==> src/rtl/hazard_ctrl.sv <==
// Pipeline hazard controller: Execute-stage forwarding, load-use stalls, branch flushes,
// and a data-memory wait FSM with timeout and a saturating stall-cycle counter.
module hazard_ctrl #(
  parameter int REG_AW      = 5,
  parameter int MEM_TIMEOUT = 15,
  parameter int CNT_W       = 16
) (
  input  logic              clk,
  input  logic              reset,
  input  logic [REG_AW-1:0] Rs1D,
  input  logic [REG_AW-1:0] Rs2D,
  input  logic [REG_AW-1:0] Rs1E,
  input  logic [REG_AW-1:0] Rs2E,
  input  logic [REG_AW-1:0] RdE,
  input  logic [1:0]        ResultSrcE,
  input  logic [REG_AW-1:0] RdM,
  input  logic              RegWriteM,
  input  logic [REG_AW-1:0] RdW,
  input  logic              RegWriteW,
  input  logic              PCSrcE,
  input  logic              mem_req_M,
  input  logic              mem_ready_M,
  output logic [1:0]        ForwardAE,
  output logic [1:0]        ForwardBE,
  output logic              StallF,
  output logic              StallD,
  output logic              StallE,
  output logic              StallM,
  output logic              FlushD,
  output logic              FlushE,
  output logic              FlushW,
  output logic              mem_err,
  output logic [CNT_W-1:0]  stall_cnt
);

  localparam int WAIT_W = (MEM_TIMEOUT < 2) ? 1 : $clog2(MEM_TIMEOUT + 1);
  localparam logic [WAIT_W-1:0] WAIT_LIMIT = WAIT_W'(MEM_TIMEOUT);
  localparam logic [WAIT_W-1:0] WAIT_ONE   = WAIT_W'(1);
  localparam logic [CNT_W-1:0]  CNT_ONE    = CNT_W'(1);
  localparam logic [CNT_W-1:0]  CNT_MAX    = {CNT_W{1'b1}};

  typedef enum logic [1:0] {
    ST_INIT     = 2'd0,
    ST_RUN      = 2'd1,
    ST_MEM_WAIT = 2'd2
  } state_t;

  state_t            state_q, state_d;
  logic [WAIT_W-1:0] wait_q, wait_d;
  logic              mem_err_q, mem_err_d;
  logic [CNT_W-1:0]  stall_cnt_q, stall_cnt_d;

  logic [1:0] fwd_a_s, fwd_b_s;
  logic       stall_f_s, stall_d_s, stall_e_s, stall_m_s;
  logic       flush_d_s, flush_e_s, flush_w_s;
  logic       lw_stall_s, decode_s, any_stall_s;

  // Memory stage result beats Writeback; R0 is never forwarded.
  function automatic logic [1:0] fwd_sel(input logic [REG_AW-1:0] rs,
                                         input logic [REG_AW-1:0] rd_m, input logic we_m,
                                         input logic [REG_AW-1:0] rd_w, input logic we_w);
    logic [1:0] sel;
    if (we_m && (rd_m != '0) && (rd_m == rs)) begin
      sel = 2'b10;
    end else if (we_w && (rd_w != '0) && (rd_w == rs)) begin
      sel = 2'b01;
    end else begin
      sel = 2'b00;
    end
    return sel;
  endfunction

  // Hazard outputs and next-state logic, combinational from inputs and current state.
  always_comb begin
    state_d     = state_q;
    wait_d      = wait_q;
    mem_err_d   = mem_err_q;
    fwd_a_s     = 2'b00;
    fwd_b_s     = 2'b00;
    stall_f_s   = 1'b0;
    stall_d_s   = 1'b0;
    stall_e_s   = 1'b0;
    stall_m_s   = 1'b0;
    flush_d_s   = 1'b0;
    flush_e_s   = 1'b0;
    flush_w_s   = 1'b0;
    decode_s    = 1'b0;
    lw_stall_s  = (ResultSrcE == 2'b01) && (RdE != '0) && ((RdE == Rs1D) || (RdE == Rs2D));

    case (state_q)
      ST_INIT: begin
        flush_d_s = 1'b1;
        flush_e_s = 1'b1;
        wait_d    = '0;
        state_d   = ST_RUN;
      end
      ST_RUN: begin
        fwd_a_s = fwd_sel(Rs1E, RdM, RegWriteM, RdW, RegWriteW);
        fwd_b_s = fwd_sel(Rs2E, RdM, RegWriteM, RdW, RegWriteW);
        if (mem_req_M && !mem_ready_M) begin
          {stall_f_s, stall_d_s, stall_e_s, stall_m_s} = 4'b1111;
          flush_w_s = 1'b1;
          wait_d    = WAIT_ONE;
          state_d   = ST_MEM_WAIT;
        end else begin
          decode_s = 1'b1;
        end
      end
      ST_MEM_WAIT: begin
        fwd_a_s = fwd_sel(Rs1E, RdM, RegWriteM, RdW, RegWriteW);
        fwd_b_s = fwd_sel(Rs2E, RdM, RegWriteM, RdW, RegWriteW);
        if (mem_ready_M) begin
          decode_s = 1'b1;
          wait_d   = '0;
          state_d  = ST_RUN;
        end else if (wait_q >= WAIT_LIMIT) begin
          // Timed out: unfreeze with undefined load data and flag it.
          decode_s  = 1'b1;
          mem_err_d = 1'b1;
          wait_d    = '0;
          state_d   = ST_RUN;
        end else begin
          {stall_f_s, stall_d_s, stall_e_s, stall_m_s} = 4'b1111;
          flush_w_s = 1'b1;
          wait_d    = wait_q + WAIT_ONE;
        end
      end
      default: begin
        wait_d  = '0;
        state_d = ST_INIT;
      end
    endcase

    // A taken branch overrides the load-use stall so the target gets fetched.
    if (decode_s) begin
      if (lw_stall_s) begin
        stall_f_s = 1'b1;
        stall_d_s = 1'b1;
        flush_e_s = 1'b1;
      end else begin
        flush_e_s = flush_e_s;
      end
      if (PCSrcE) begin
        stall_f_s = 1'b0;
        stall_d_s = 1'b0;
        flush_d_s = 1'b1;
        flush_e_s = 1'b1;
      end else begin
        flush_d_s = flush_d_s;
      end
    end else begin
      flush_d_s = flush_d_s;
    end

    any_stall_s = stall_f_s | stall_d_s | stall_e_s | stall_m_s;
    if (any_stall_s && (stall_cnt_q != CNT_MAX)) begin
      stall_cnt_d = stall_cnt_q + CNT_ONE;
    end else begin
      stall_cnt_d = stall_cnt_q;
    end
  end

  // State, wait counter, sticky error and stall counter.
  always_ff @(posedge clk or negedge reset) begin
    if (!reset) begin
      state_q     <= ST_INIT;
      wait_q      <= '0;
      mem_err_q   <= 1'b0;
      stall_cnt_q <= '0;
    end else begin
      state_q     <= state_d;
      wait_q      <= wait_d;
      mem_err_q   <= mem_err_d;
      stall_cnt_q <= stall_cnt_d;
    end
  end

  assign ForwardAE = fwd_a_s;
  assign ForwardBE = fwd_b_s;
  assign StallF    = stall_f_s;
  assign StallD    = stall_d_s;
  assign StallE    = stall_e_s;
  assign StallM    = stall_m_s;
  assign FlushD    = flush_d_s;
  assign FlushE    = flush_e_s;
  assign FlushW    = flush_w_s;
  assign mem_err   = mem_err_q;
  assign stall_cnt = stall_cnt_q;

endmodule

==> config.mk <==
export PLATFORM = sky130hd
export DESIGN_NAME = hazard_ctrl
export DESIGN_NICKNAME = d
export VERILOG_FILES = /design/src/rtl/hazard_ctrl.sv
export SDC_FILE = /design/constraint.sdc
export NUM_CORES = 1
export LEC_CHECK = 0
export BUFFER_PORTS_ARGS = -buffer_cell sky130_fd_sc_hd__buf_2
export CAP_MARGIN = 20
export CORE_ASPECT_RATIO = 1.25
export CORE_MARGIN = 3
export CORE_UTILIZATION = 48
export DETAILED_ROUTE_END_ITERATION = 7
export GPL_ROUTABILITY_DRIVEN = 0
export PLACE_DENSITY = 0.8
export SKIP_LAST_GASP = 1
export SYNTH_ARGS = -nofsm -noshare
export SYNTH_HDL_FRONTEND = slang
export SYNTH_SLANG_ARGS = --single-unit
==> constraint.sdc <==
create_clock -name clk -period 3.25 [get_ports clk]
set_input_delay 0.975 -clock clk [delete_from_list [all_inputs] [get_ports clk]]
set_output_delay 0.975 -clock clk [all_outputs]
set_load 0.1 [all_outputs]
After elaboration in Yosys (flattened, before gate mapping)
Index checks and enable logic that the tools add are counted.
Cells by class
  $add $sub $neg: 2
  div/mod/pow operators: 0
  reductions and logical operators: 19
  shift-type cells: 0
  $lt $le $gt $ge: 1
  eq/ne operators: 12
  bitwise operators: 3
  mux-type cells: 31
  multiply operators: 0
Operators by type and width (number)
  $eq 5x5->1: 6
  $mux 1: 17
  $add 16x1->16 const B: 1
  $ne 16x16->1 const B: 1
  $reduce_bool 5->1: 3
  $mux 2: 7
  $mux 4: 3
  $logic_and 1x1->1: 10
  $pmux 4 s2: 1
  $pmux 2 s3: 1
  $add 4x1->4 const B: 1
  $eq 2x1->1 const B: 2
  $ge 4x4->1 const B: 1
  $pmux 1 s2: 2
  $ne 3x3->1 const B: 1
  $reduce_and 3->1: 1
  $eq 2x2->1 const B: 1
  $logic_not 2->1: 1
  $ne 2x2->1 const B: 1
  $or 1x1->1: 2
  $reduce_and 2->1: 1
  $reduce_or 2->1: 1
  $logic_not 1->1: 1
  $logic_or 1x1->1: 1
  $not 1->1: 1
Storage, ports and cells
  RAM bits: 0
  ROM bits: 0
  input bits: 44
  output and inout bits: 28
  latch bits: 0
  flip-flop bits (word level): 23
  word-level logic and storage cells: 72
  memories kept: 0

Depth between registers and ports, before layout
  depth in word-level cells: 10
  mapped depth: 9
  depth with buffers taken out: 8

Worst setup path before layout
No wires, ideal clock.
  path type: input port to output port
  from: input RdM[1]
  to: output ForwardAE[0]
  path slack: -2.399 ns
  buffers on the path: 0
  stages on the path: 4
  arrival: 4.674 ns
  cells stage by stage: or4_1 o21ai_1 nor4_1 nor4_1
On the way
  word-level cells in the longest chain between the ends: 5
Ends and longest elaborated chain
  start: declaration: RTL line 16  | input logic [REG_AW-1:0] RdM,
  $reduce_bool 5->1: RTL line 63  | if (we_m && (rd_m != '0) && (rd_m == rs)) begin
  $logic_and 1x1->1: RTL line 63
  $logic_and 1x1->1 *: RTL line 63
  $mux 2 *: RTL line 63
  $mux 2 *
  end: declaration: RTL line 23  | output logic [1:0] ForwardAE,
Every way passes the cells marked *; elsewhere a longest branch is shown, timed or not.

Worst setup path in the final report
  from: input Rs2E[4]
  to: output ForwardBE[0]
On the way
  word-level cells in the longest chain between the ends: 5
Ends and longest elaborated chain
  start: declaration: RTL line 13  | input logic [REG_AW-1:0] Rs2E,
  $eq 5x5->1: RTL line 65  | end else if (we_w && (rd_w != '0) && (rd_w == rs)) begin
  $logic_and 1x1->1: RTL line 65
  $mux 1: RTL line 65
  $mux 2 *: RTL line 63
  $mux 2 *
  end: declaration: RTL line 24  | output logic [1:0] ForwardBE,
Marked as above.

==> impl_metrics.toml <==
[run_status]
status = "finished with violations"
failed_checks = "setup timing"

[routing]
drtIter0Drc = 72
wire_per_inst_um = 17.8
drt.antenna.violating_nets = 0
dr.pass1.iters = 4
via_per_inst = 5.69
drc = 0
wirelength_um = 5690
vias = 1814

[setup_path]
criticalPathCategory = "input port to output pin"
crit_required_ns = 2.27
arrival_ns = 2.37
startpoint_type = "input port"
critical_path.endpoint_type = "output pin"
crit_fanout = 2
reg2reg_depth = 14

[power]
total_power_uw = 1570
powerDensity_nw_per_um2 = 571
ir_drop_mv = 0.953
p_leak_uw = 0.00129

[cells_and_area]
layout-drive-gt1-share_pct = 50.7
n_antenna_cell = 0
layout_commonest_cell = "buf_2"
fin_nets = 333
area_growth_pct = 56.3
final_cell_mix = "53 x buf_2, 34 x buf_4, 28 x xnor2_1"
design_area_um2 = 2740

[grt]
grt_max_degree = 24
grt_pass1_vias = 1803
use_met2_pct = 44.6
busiest_layer = "met2"
use_met1_pct = 28.0
antenna_found_initial = 0
grt_pass1_wl_um = 8130
globalRouteOverflowTotal = 0
grt_usage_pct = 23.9
grt.met3_usage_pct = 2.99

[synth]
post_synth.cell_area_avg_um2 = 9.68
synth_warnings = 0
synth_cell_types = 40
ys_seq_area_share_pct = 32.8
syn_area_um2 = 1750
syn-num-nets = 231
synth_cells = 181
synth_seq_cells = 23

[cts]
ctsHoldBuffers = 0
clk_pin_slew_ns = 0.08
cts.sinks = 23
numCtsBuffers = 3
clk_latency_ns = 0.26
htreeDepth = 1
cts_tree = "built"
cts_root_buf = "clkbuf_8"
cts_buffer_depth = 2

[run]
cap_violations = 0

[timing]
holdWs_ns = 0.489
rsz0062_at_grt = "true"
slew-limit-headroom_pct = 63.7
setup-violations-final = 5
fin_ws_ns = -0.0978
worst_pin_slew_ns = 0.544
slew_violations = 0
fmax_ghz = 0.299
clock_skew_ns = 0.000932
final_hold_viol_count = 0
tns_ns = -0.307
fin_crit_sh_pct = 103
period_needed_ns = 3.35

[floorplanning]
die-area_um2 = 4420
fp.dieW_um = 60.1
initial_core_util_pct = 52.1
row_count = 23
pin_count = 72
core_um2 = 3370
die_h_um = 73.6

[min_path]
holdPathStages = 1
min_path_type = "flip-flop to flip-flop"

[placed_design]
numPortBuffers = 71
dp_hpwl_um = 3840
dpl_cell_area_um2 = 2450
[flip-flops by register name, indices dropped and copies added, names as in the netlist]
| signal | flops |
|---|---|
| wait_q | 4 |
| mem_err | 1 |
| state_q | 2 |
| stall_cnt | 16 |
[critical path, stage by stage]
cell and delay, ns:
buf_8 0.10, xor2_2 0.16, or4_4 0.56, nor4_4 0.35, buf_12 0.21
[metrics by stage]
step / setup slack, ns / cells / utilization [%]
2_1_floorplan: -0.495 / 181 / -
3_3_place_gp: -0.0933 / 304 / 72.7
3_5_place_dp: -0.110 / 304 / 72.7
4_1_cts: -0.0747 / 314 / 77.6
5_1_grt: -0.164 / 319 / 81.4
6_report: -0.0978 / 319 / 81.4
[cells in the mapped netlist (all sizes together)]
master | count | area (µm²)
nand4 | 7 | 65.1
and4 | 4 | 35.0
o2111ai | 1 | 15.0
a31oi | 2 | 12.5
dfrtp | 23 | 576
and2 | 3 | 18.8
buf | 5 | 42.5
nor3 | 1 | 5.00
o21ai | 9 | 45.0
o41ai | 1 | 8.76
ha | 6 | 75.1
a22oi | 1 | 7.51
o21bai | 1 | 7.51
o21a | 1 | 7.51
and3 | 10 | 62.6
nand2b | 3 | 18.8
a22o | 1 | 8.76
clkbuf | 2 | 7.51
mux2 | 1 | 11.3
nand3 | 17 | 130
nor4 | 4 | 25.0
a21oi | 2 | 13.8
a31o | 1 | 17.5
nor2 | 5 | 18.8
or2 | 1 | 6.26
o211ai | 1 | 7.51
or4 | 5 | 37.5
inv | 4 | 15.0
xnor2 | 31 | 272
o22ai | 1 | 6.26
nand2 | 12 | 45.0
xor2 | 14 | 123
nor2b | 1 | 6.26
[layer usage]
layer / part of all wire, % / wire, µm / vias to the layer above
li1: - / - / 851
met1: 38 / 2160 / 884
met2: 55 / 3120 / 63
met3: 3.8 / 218 / 16
met4: 3.5 / 202 / 0
met5: 0 / 0 / -
[report_power, final]
group          leakage [µW]  switching, µW  internal [µW]  total, µW
Sequential         0.000313           47.5            323        370
Clock             0.0000228           93.6           87.6        181
Combinational      0.000958            684            330       1010
[cell type report]
type                       instances  area (µm²)
fill                             198         627
timing repair buffer             104         786
inverter                           4        15.0
sequential                        23         576
clock buffer                       4        45.0
multi-input combinational        147        1270
tap                               37        46.3
[final timing paths]
check | to | start | slack [ns]
max | ForwardBE[0] | Rs2E[4] | -0.1
min | mem_err | mem_err | 0.49
max reg2reg | stall_cnt[1] | state_q[0] | 0.43
min reg2reg | mem_err | mem_err | 0.49
max in group asynchronous | stall_cnt[10] | reset | 2.23
min in group asynchronous | stall_cnt[2] | reset | 0.68
[cells by family after synthesis]
kind of cell	synth area share, %
muxes	0.642
xor gates and xnor gates	22.5
AOI/OAI and AO/OA	8.99
and+or+nand+nor	27.1
adders and majority gates	4.28
DFF	32.8
buffers and inverters	3.71
[timing repair]
item / in CTS / in global routing
pin swaps: 5 / 9
setup endpoints to repair: 7 / 9
endpoints found under the hold margin: 0 / 0
gates resized for setup: 18 / 18
buffers inserted: 6 / 5
(Power assumes the default switching activity.)
